**config.mk**
```make
export PLATFORM = sky130hd
export DESIGN_NAME = pc_unit_flat
export DESIGN_NICKNAME = d
export VERILOG_FILES = /design/src/rtl/pc_unit_if.sv /design/src/rtl/pc_unit.sv /design/src/flat_wrapper.sv
export SDC_FILE = /design/constraint.sdc
export NUM_CORES = 1
export LEC_CHECK = 0
export CAP_MARGIN = 20
export CORE_ASPECT_RATIO = 0.7
export CORE_UTILIZATION = 44
export DETAILED_ROUTE_END_ITERATION = 16
export GPL_ROUTABILITY_DRIVEN = 0
export PLACE_DENSITY = 0.77
export SLEW_MARGIN = 20
export SYNTH_ARGS = -nofsm -noshare
export SYNTH_HDL_FRONTEND = slang
export SYNTH_SLANG_ARGS = --single-unit
```
**constraint.sdc**
```tcl
create_clock -name clk -period 1.8 [get_ports clk]
set_clock_uncertainty 0.05 [all_clocks]
set_input_delay 0.27 -clock clk [delete_from_list [all_inputs] [get_ports clk]]
set_output_delay 0.27 -clock clk [all_outputs]
set_load 0.05 [all_outputs]
```
**src/rtl/pc_unit_if.sv**
```systemverilog
// pc_unit_if: decode-side control and target bundle feeding pc_unit,
// plus the fetch PC, interrupt and counter outputs it returns.
interface pc_unit_if #(
  parameter int AW    = 32,
  parameter int CNT_W = 32
);
  logic             pause;
  logic [2:0]       pc_gen_ctl;
  logic             br_taken_i;
  logic [AW-1:0]    id_pc_i;
  logic [AW-1:0]    ext_i;
  logic [AW-1:0]    rs_i;
  logic             irq_i;
  logic [AW-1:0]    irq_addr_i;
  logic [AW-1:0]    pc_o;
  logic [AW-1:0]    epc_o;
  logic             iack_o;
  logic             flush_o;
  logic             in_irq_o;
  logic [CNT_W-1:0] clk_no_o;
  logic [CNT_W-1:0] ins_no_o;

  modport master (
    output pause,
    output pc_gen_ctl,
    output br_taken_i,
    output id_pc_i,
    output ext_i,
    output rs_i,
    output irq_i,
    output irq_addr_i,
    input  pc_o,
    input  epc_o,
    input  iack_o,
    input  flush_o,
    input  in_irq_o,
    input  clk_no_o,
    input  ins_no_o
  );

  modport slave (
    input  pause,
    input  pc_gen_ctl,
    input  br_taken_i,
    input  id_pc_i,
    input  ext_i,
    input  rs_i,
    input  irq_i,
    input  irq_addr_i,
    output pc_o,
    output epc_o,
    output iack_o,
    output flush_o,
    output in_irq_o,
    output clk_no_o,
    output ins_no_o
  );
endinterface

```
**src/rtl/pc_unit.sv**
```systemverilog
// pc_unit: registered fetch PC with next-PC select, interrupt entry
// FSM, saved EPC, iack/flush generation and CPI counters.
module pc_unit #(
  parameter int            AW       = 32,
  parameter logic [AW-1:0] RESET_PC = '0,
  parameter int            CNT_W    = 32
) (
  input  logic     clk,
  input  logic     rst_i,
  pc_unit_if.slave bus
);

  typedef enum logic [1:0] {
    S_RUN    = 2'd0,
    S_TAKE   = 2'd1,
    S_IN_IRQ = 2'd2
  } state_t;

  localparam logic [2:0] C_RET = 3'd1;
  localparam logic [2:0] C_J   = 3'd2;
  localparam logic [2:0] C_JR  = 3'd3;
  localparam logic [2:0] C_BC  = 3'd4;

  localparam logic [AW-1:0]    PC_STEP = AW'(4);
  localparam logic [CNT_W-1:0] CNT_ONE = CNT_W'(1);

  state_t           state_q;
  state_t           state_d;
  logic             irq_pend_q;
  logic             irq_pend_d;
  logic [AW-1:0]    pc_q;
  logic [AW-1:0]    pc_d;
  logic [AW-1:0]    epc_q;
  logic [AW-1:0]    epc_d;
  logic             iack_q;
  logic             iack_d;
  logic             flush;
  logic             in_irq;
  logic [CNT_W-1:0] clk_no_q;
  logic [CNT_W-1:0] ins_no_q;

  logic             is_next;
  logic             is_ret;
  logic             is_j;
  logic             is_jr;
  logic             is_bc;
  logic             redirect;
  logic [AW-1:0]    pc_plus4;
  logic [AW-1:0]    br_tgt;
  logic [AW-1:0]    j_tgt;
  logic [AW-1:0]    seq_pc;

  assign pc_plus4 = pc_q + PC_STEP;
  assign br_tgt   = bus.id_pc_i + bus.ext_i;
  assign j_tgt    = {bus.id_pc_i[AW-1:28], bus.ext_i[27:0]};

  // Decode the control field; unused encodings behave as NEXT.
  always_comb begin
    is_next = 1'b0;
    is_ret  = 1'b0;
    is_j    = 1'b0;
    is_jr   = 1'b0;
    is_bc   = 1'b0;
    unique case (bus.pc_gen_ctl)
      C_RET:   is_ret  = 1'b1;
      C_J:     is_j    = 1'b1;
      C_JR:    is_jr   = 1'b1;
      C_BC:    is_bc   = 1'b1;
      default: is_next = 1'b1;
    endcase
  end

  assign redirect = is_ret | is_j | is_jr
                  | (is_bc & bus.br_taken_i);

  // Candidate PC for a normal, unpaused, non-interrupt cycle.
  always_comb begin
    seq_pc = pc_plus4;
    unique case (1'b1)
      is_ret:  seq_pc = epc_q;
      is_j:    seq_pc = j_tgt;
      is_jr:   seq_pc = bus.rs_i;
      is_bc:   seq_pc = bus.br_taken_i ? br_tgt : pc_plus4;
      default: seq_pc = pc_plus4;
    endcase
  end

  // Next-state, next-PC and same-cycle flush/in_irq decode.
  always_comb begin
    state_d    = state_q;
    irq_pend_d = irq_pend_q;
    pc_d       = pc_q;
    epc_d      = epc_q;
    iack_d     = 1'b0;
    flush      = 1'b0;
    in_irq     = 1'b0;
    unique case (state_q)
      S_RUN: begin
        if (bus.irq_i) begin
          irq_pend_d = 1'b1;
        end
        if (!bus.pause) begin
          if (irq_pend_q && is_next) begin
            state_d    = S_TAKE;
            irq_pend_d = 1'b0;
            iack_d     = 1'b1;
          end else begin
            pc_d  = seq_pc;
            flush = redirect;
          end
        end
      end
      S_TAKE: begin
        flush   = 1'b1;
        epc_d   = pc_q;
        pc_d    = bus.irq_addr_i;
        state_d = S_IN_IRQ;
      end
      S_IN_IRQ: begin
        in_irq = 1'b1;
        if (!bus.pause) begin
          pc_d  = seq_pc;
          flush = redirect;
          if (is_ret) begin
            state_d = S_RUN;
          end
        end
      end
      default: begin
        state_d = S_RUN;
      end
    endcase
  end

  // FSM state, pending IRQ and acknowledge registers.
  always_ff @(posedge clk or negedge rst_i) begin
    if (!rst_i) begin
      state_q    <= S_RUN;
      irq_pend_q <= 1'b0;
      iack_q     <= 1'b0;
    end else begin
      state_q    <= state_d;
      irq_pend_q <= irq_pend_d;
      iack_q     <= iack_d;
    end
  end

  // Fetch PC and saved exception PC.
  always_ff @(posedge clk or negedge rst_i) begin
    if (!rst_i) begin
      pc_q  <= RESET_PC;
      epc_q <= '0;
    end else begin
      pc_q  <= pc_d;
      epc_q <= epc_d;
    end
  end

  // Free-running cycle counter and unpaused-cycle counter.
  always_ff @(posedge clk or negedge rst_i) begin
    if (!rst_i) begin
      clk_no_q <= '0;
      ins_no_q <= '0;
    end else begin
      clk_no_q <= clk_no_q + CNT_ONE;
      if (!bus.pause) begin
        ins_no_q <= ins_no_q + CNT_ONE;
      end
    end
  end

  assign bus.pc_o     = pc_q;
  assign bus.epc_o    = epc_q;
  assign bus.iack_o   = iack_q;
  assign bus.flush_o  = flush;
  assign bus.in_irq_o = in_irq;
  assign bus.clk_no_o = clk_no_q;
  assign bus.ins_no_o = ins_no_q;

endmodule

```
**src/flat_wrapper.sv**
```systemverilog
// flat-port wrapper written by rule: the top's interface ports become plain ports
module pc_unit_flat 
#(
  parameter int            AW       = 32,
  parameter logic [AW-1:0] RESET_PC = '0,
  parameter int            CNT_W    = 32
)
  (clk, rst_i, bus_pause, bus_pc_gen_ctl, bus_br_taken_i, bus_id_pc_i, bus_ext_i, bus_rs_i, bus_irq_i, bus_irq_addr_i, bus_pc_o, bus_epc_o, bus_iack_o, bus_flush_o, bus_in_irq_o, bus_clk_no_o, bus_ins_no_o);
  pc_unit_if #(.AW(AW), .CNT_W(CNT_W)) bus_i ();
  input  logic clk;
  input  logic rst_i;
  input wire logic [$bits(bus_i.pause)-1:0] bus_pause;
  input wire logic [$bits(bus_i.pc_gen_ctl)-1:0] bus_pc_gen_ctl;
  input wire logic [$bits(bus_i.br_taken_i)-1:0] bus_br_taken_i;
  input wire logic [$bits(bus_i.id_pc_i)-1:0] bus_id_pc_i;
  input wire logic [$bits(bus_i.ext_i)-1:0] bus_ext_i;
  input wire logic [$bits(bus_i.rs_i)-1:0] bus_rs_i;
  input wire logic [$bits(bus_i.irq_i)-1:0] bus_irq_i;
  input wire logic [$bits(bus_i.irq_addr_i)-1:0] bus_irq_addr_i;
  output wire logic [$bits(bus_i.pc_o)-1:0] bus_pc_o;
  output wire logic [$bits(bus_i.epc_o)-1:0] bus_epc_o;
  output wire logic [$bits(bus_i.iack_o)-1:0] bus_iack_o;
  output wire logic [$bits(bus_i.flush_o)-1:0] bus_flush_o;
  output wire logic [$bits(bus_i.in_irq_o)-1:0] bus_in_irq_o;
  output wire logic [$bits(bus_i.clk_no_o)-1:0] bus_clk_no_o;
  output wire logic [$bits(bus_i.ins_no_o)-1:0] bus_ins_no_o;
  assign bus_i.pause = bus_pause;
  assign bus_i.pc_gen_ctl = bus_pc_gen_ctl;
  assign bus_i.br_taken_i = bus_br_taken_i;
  assign bus_i.id_pc_i = bus_id_pc_i;
  assign bus_i.ext_i = bus_ext_i;
  assign bus_i.rs_i = bus_rs_i;
  assign bus_i.irq_i = bus_irq_i;
  assign bus_i.irq_addr_i = bus_irq_addr_i;
  assign bus_pc_o = bus_i.pc_o;
  assign bus_epc_o = bus_i.epc_o;
  assign bus_iack_o = bus_i.iack_o;
  assign bus_flush_o = bus_i.flush_o;
  assign bus_in_irq_o = bus_i.in_irq_o;
  assign bus_clk_no_o = bus_i.clk_no_o;
  assign bus_ins_no_o = bus_i.ins_no_o;
  pc_unit #(.AW(AW), .RESET_PC(RESET_PC), .CNT_W(CNT_W)) u_core (.clk(clk), .rst_i(rst_i), .bus(bus_i));
endmodule
```
==> reports/metrics.yaml <==
die-area_um2: 21400
setup_viol: 39
detail-route-antenna-nets: 0
synth_fa_ha_area_share_pct: 4.87
ir_drop_v: 0.000893
antenna_found_initial: 1
place_area_um2: 14100
cp.required_ps: 2070
final_core_util_pct: 78.4
diodes: 0
grt_pass1_vias: 10787
synth_compound_area_share_pct: 18.5
cts_buffers: 17
synthArstFlopShare_pct: 100
insertion_delay_ps: 440
grt_first_pass_wirelength_um: 58600
postSynthAreaPerCell_um2: 8.46
cp-start-kind: "primary input"
comb_power_share_pct: 56.3
grt_start_max_net_pins: 38
netSwitchingFraction_pct: 46.5
cts_sinks: 132
fin_nets: 1784
synth_top_family_by_area: "simple AND/OR/NAND/NOR gates"
yosysUniqueCellTypes: 80
avgRoutedWirePerCell_um: 21.0
synth_edf_count: 0
clk_path_buf_depth: 2
synth_area_um2: 9140
cp.arrival_ps: 2570
p_switching_mw: 8.58
synthSimpleGateAreaFrac_pct: 23.3
drive_gt1_share_pct: 42.1
syn2layout_area_growth_pct: 72.1
die_width_um: 174
io_buffers: 266
ys_ff_latch: 132
clkPwrFrac_pct: 19.4
violations: "setup timing"
clk_pin_slew_worst_paths_ps: 70
drt_iter0_drc: 1147
p_leak_nw: 7.37
routed_wl_um: 39700
cts_tree: "done"
status: "complete, but fails checks"
root_buffer: "clkbuf_16"
vias: 11099
period_minus_slack_ps: 2300
cellPowerDensity_nw_per_um2: 1170
critPathKind: "primary input to flip-flop"
max_slew.worst_pin.slew_ps: 481
relSlewSlack_pct: 67.7
via_per_inst: 5.85
yosysWarnings: 0
die_h_um: 123
drv_slew: 0
path_max_fanout: 3
cts_htree_levels: 4
synth_xor_area_share_pct: 9.49
post-route-period-util_pct: 128
design_area_um2: 15700
drt_first_pass_iters: 5
p_int_mw: 9.85
start_util_pct: 45.5
core-area_um2: 20100
grt-ovfl-total: 0
hold_viol: 0
setup_ws_ps: -498
synthMuxAreaShare_pct: 3.85
maxCapViolCount: 0
crit_path_end_kind: "flip-flop"
syn_inst: 1080
syn_nets: 1251
fmax_ghz: 0.435
fp-row-count: 43
yosysSeqAreaShare_pct: 36.1
ys.flop_type: "dfrtp_1"
grt_usage_pct: 35.8
pwr-share-seq_pct: 24.4
io_pins: 267
hp-class: "primary input to async pin"
drc: 0
dp.final_hpwl_um: 28300
rsz0062_at_grt: "yes"
## cells in the mapped netlist, types with 3 or more instances
cell	n	share of area, %
a21boi_0	3	0.25
a22oi_1	4	0.33
xor2_1	30	2.9
buf_2	15	0.82
nand2b_1	4	0.27
and4_1	4	0.38
o221ai_1	10	0.96
buf_4	3	0.25
nor2_1	93	3.8
a21o_1	22	1.8
nand4_1	24	1.6
clkbuf_8	3	0.45
o211ai_1	8	0.66
and2_1	9	0.62
nor2_2	3	0.21
o21a_1	8	0.66
and3_1	19	1.3
xnor2_1	69	6.6
a31oi_1	10	0.68
a31o_2	3	0.29
o21ai_1	7	0.38
nor2b_1	8	0.55
inv_1	17	0.70
dfrtp_1	132	36
buf_6	4	0.49
a211oi_1	3	0.25
mux2i_1	34	3.7
clkbuf_1	20	0.82
o22ai_1	15	1.0
buf_1	3	0.12
a21oi_1	83	4.5
or3_1	6	0.41
nand2_1	196	8.1
o21ai_0	52	2.8
nor3_1	15	0.82
nor4_1	6	0.41
a221oi_1	7	0.67
ha_1	34	4.7
nand3_1	37	2.0
## layer usage
| layer | vias up | wire (um) | global-route usage (%) |
|---|---|---|---|
| met5 | - | 13 | 0 |
| met4 | 2 | 1470 | 14.6 |
| met3 | 120 | 4300 | 8.95 |
| met2 | 745 | 17700 | 55.5 |
| met1 | 5296 | 16200 | 48.0 |
| li1 | 4936 | - | - |
## cells in the final DEF (no fill, tap or decap), types with 8 or more instances in the layout
cell,count
a21o_1,22
a21oi_1,63
a21oi_2,14
and3_1,12
and3_4,9
buf_12,18
buf_4,382
buf_6,29
clkbuf_16,17
clkdlybuf4s50_1,90
dfrtp_1,95
dfrtp_2,37
dlygate4sd2_1,22
dlymetal6s2s_1,12
ha_1,12
ha_4,19
inv_1,13
mux2i_1,34
nand2_1,178
nand2_2,13
nand2_4,8
nand3_1,30
nand4_1,24
nor2_1,76
nor2_2,10
nor2_4,11
nor3_1,9
o211ai_1,8
o21ai_0,34
o21ai_1,19
o21ai_2,8
o221ai_1,10
o22ai_1,13
xnor2_1,66
xor2_1,30
## power by group through the flow
stage / logic, mW / registers, mW / clock network (mW)
after floorplan: 2.86 / 7.04 / 0
after global placement: 9.35 / 4.44 / 0
after detailed placement: 9.51 / 4.48 / 0
after CTS: 9.88 / 4.44 / 3.58
after global routing: 10.8 / 4.57 / 3.72
final: 10.4 / 4.49 / 3.57
## state kept, by name (all words and copies together), names as in the netlist
register and flops:
u_core.bus.clk_no_o 32, u_core.bus.epc_o 32, u_core.bus.ins_no_o 32, u_core.bus.pc_o 32, u_core.state_q 2, u_core.bus.iack_o 1
u_core.irq_pend_q 1
## critical path, cell delays in order
cell and delay (ps):
dlygate4sd2_1 290, ha_4 280, a21oi_4 150, o21a_1 200, o31a_1 320, nand4_1 190, and2_4 240, a211oi_2 260
xor2_1 260, o21ai_1 100
## per-stage QoR
| step | setup slack [ps] | power, mW | setup TNS (ps) | hold WS, ps | std cells |
|---|---|---|---|---|---|
| finish | -498 | 18.4 | -8190 | 251 | 1896 |
| detailed placement | -1340 | 14.0 | -34420 | 154 | 1830 |
| CTS | -418 | 17.9 | -6410 | 266 | 1883 |
| floorplan | -553 | 9.90 | -10070 | -75.6 | 1080 |
| global placement | -1310 | 13.8 | -32450 | 154 | 1830 |
| global route | -503 | 19.1 | -10550 | 296 | 1896 |
## worst paths after layout
check                                             start                      end  slack [ps]  depth (start not counted)
worst max-delay path                       bus_ext_i[8]      u_core.bus.pc_o[27]        -500                         10
worst max register to register       u_core.bus.pc_o[5]      u_core.bus.pc_o[27]        -380                          8
worst min register to register  u_core.bus.ins_no_o[31]  u_core.bus.ins_no_o[31]         430                          1
min in group clk                      bus_irq_addr_i[6]       u_core.bus.pc_o[6]         330                          3
worst min-delay path                              rst_i  u_core.bus.ins_no_o[17]         250                          2
max in group asynchronous                         rst_i      u_core.bus.pc_o[12]         860                          3
## final cells by class
class	instances	area, um2
multi-input combinational	882	6520
clock inverter	14	154
sequential	132	3350
clock buffer	18	429
timing repair buffer	563	4880
fill	1286	4340
tap	270	338
inverter	17	67.6
## cells by family (layout without fill, tap and decap cells)
| group | after synthesis | in the layout |
|---|---|---|
| AO/OA/AOI/OAI | 265 | 265 |
| buffers and inverters | 66 | 612 |
| adder cells (fa/ha/maj) | 35 | 35 |
| XOR/XNOR | 99 | 99 |
| flip-flops | 132 | 132 |
| AND/OR/NAND/NOR | 448 | 448 |
| multiplexers | 35 | 35 |
## what timing repair did
| item | 4_1_cts | 5_1_grt |
|---|---|---|
| hold endpoints to repair | 34 | 0 |
| resized for setup | 144 | 99 |
| setup buffers | 20 | 14 |
| cloned | 0 | 0 |
| pin swaps | 83 | 84 |
| endpoints found under the setup margin | 41 | 59 |
| hold buffers | 1 | 0 |
Note: power is estimated with default switching activity, not from simulation.
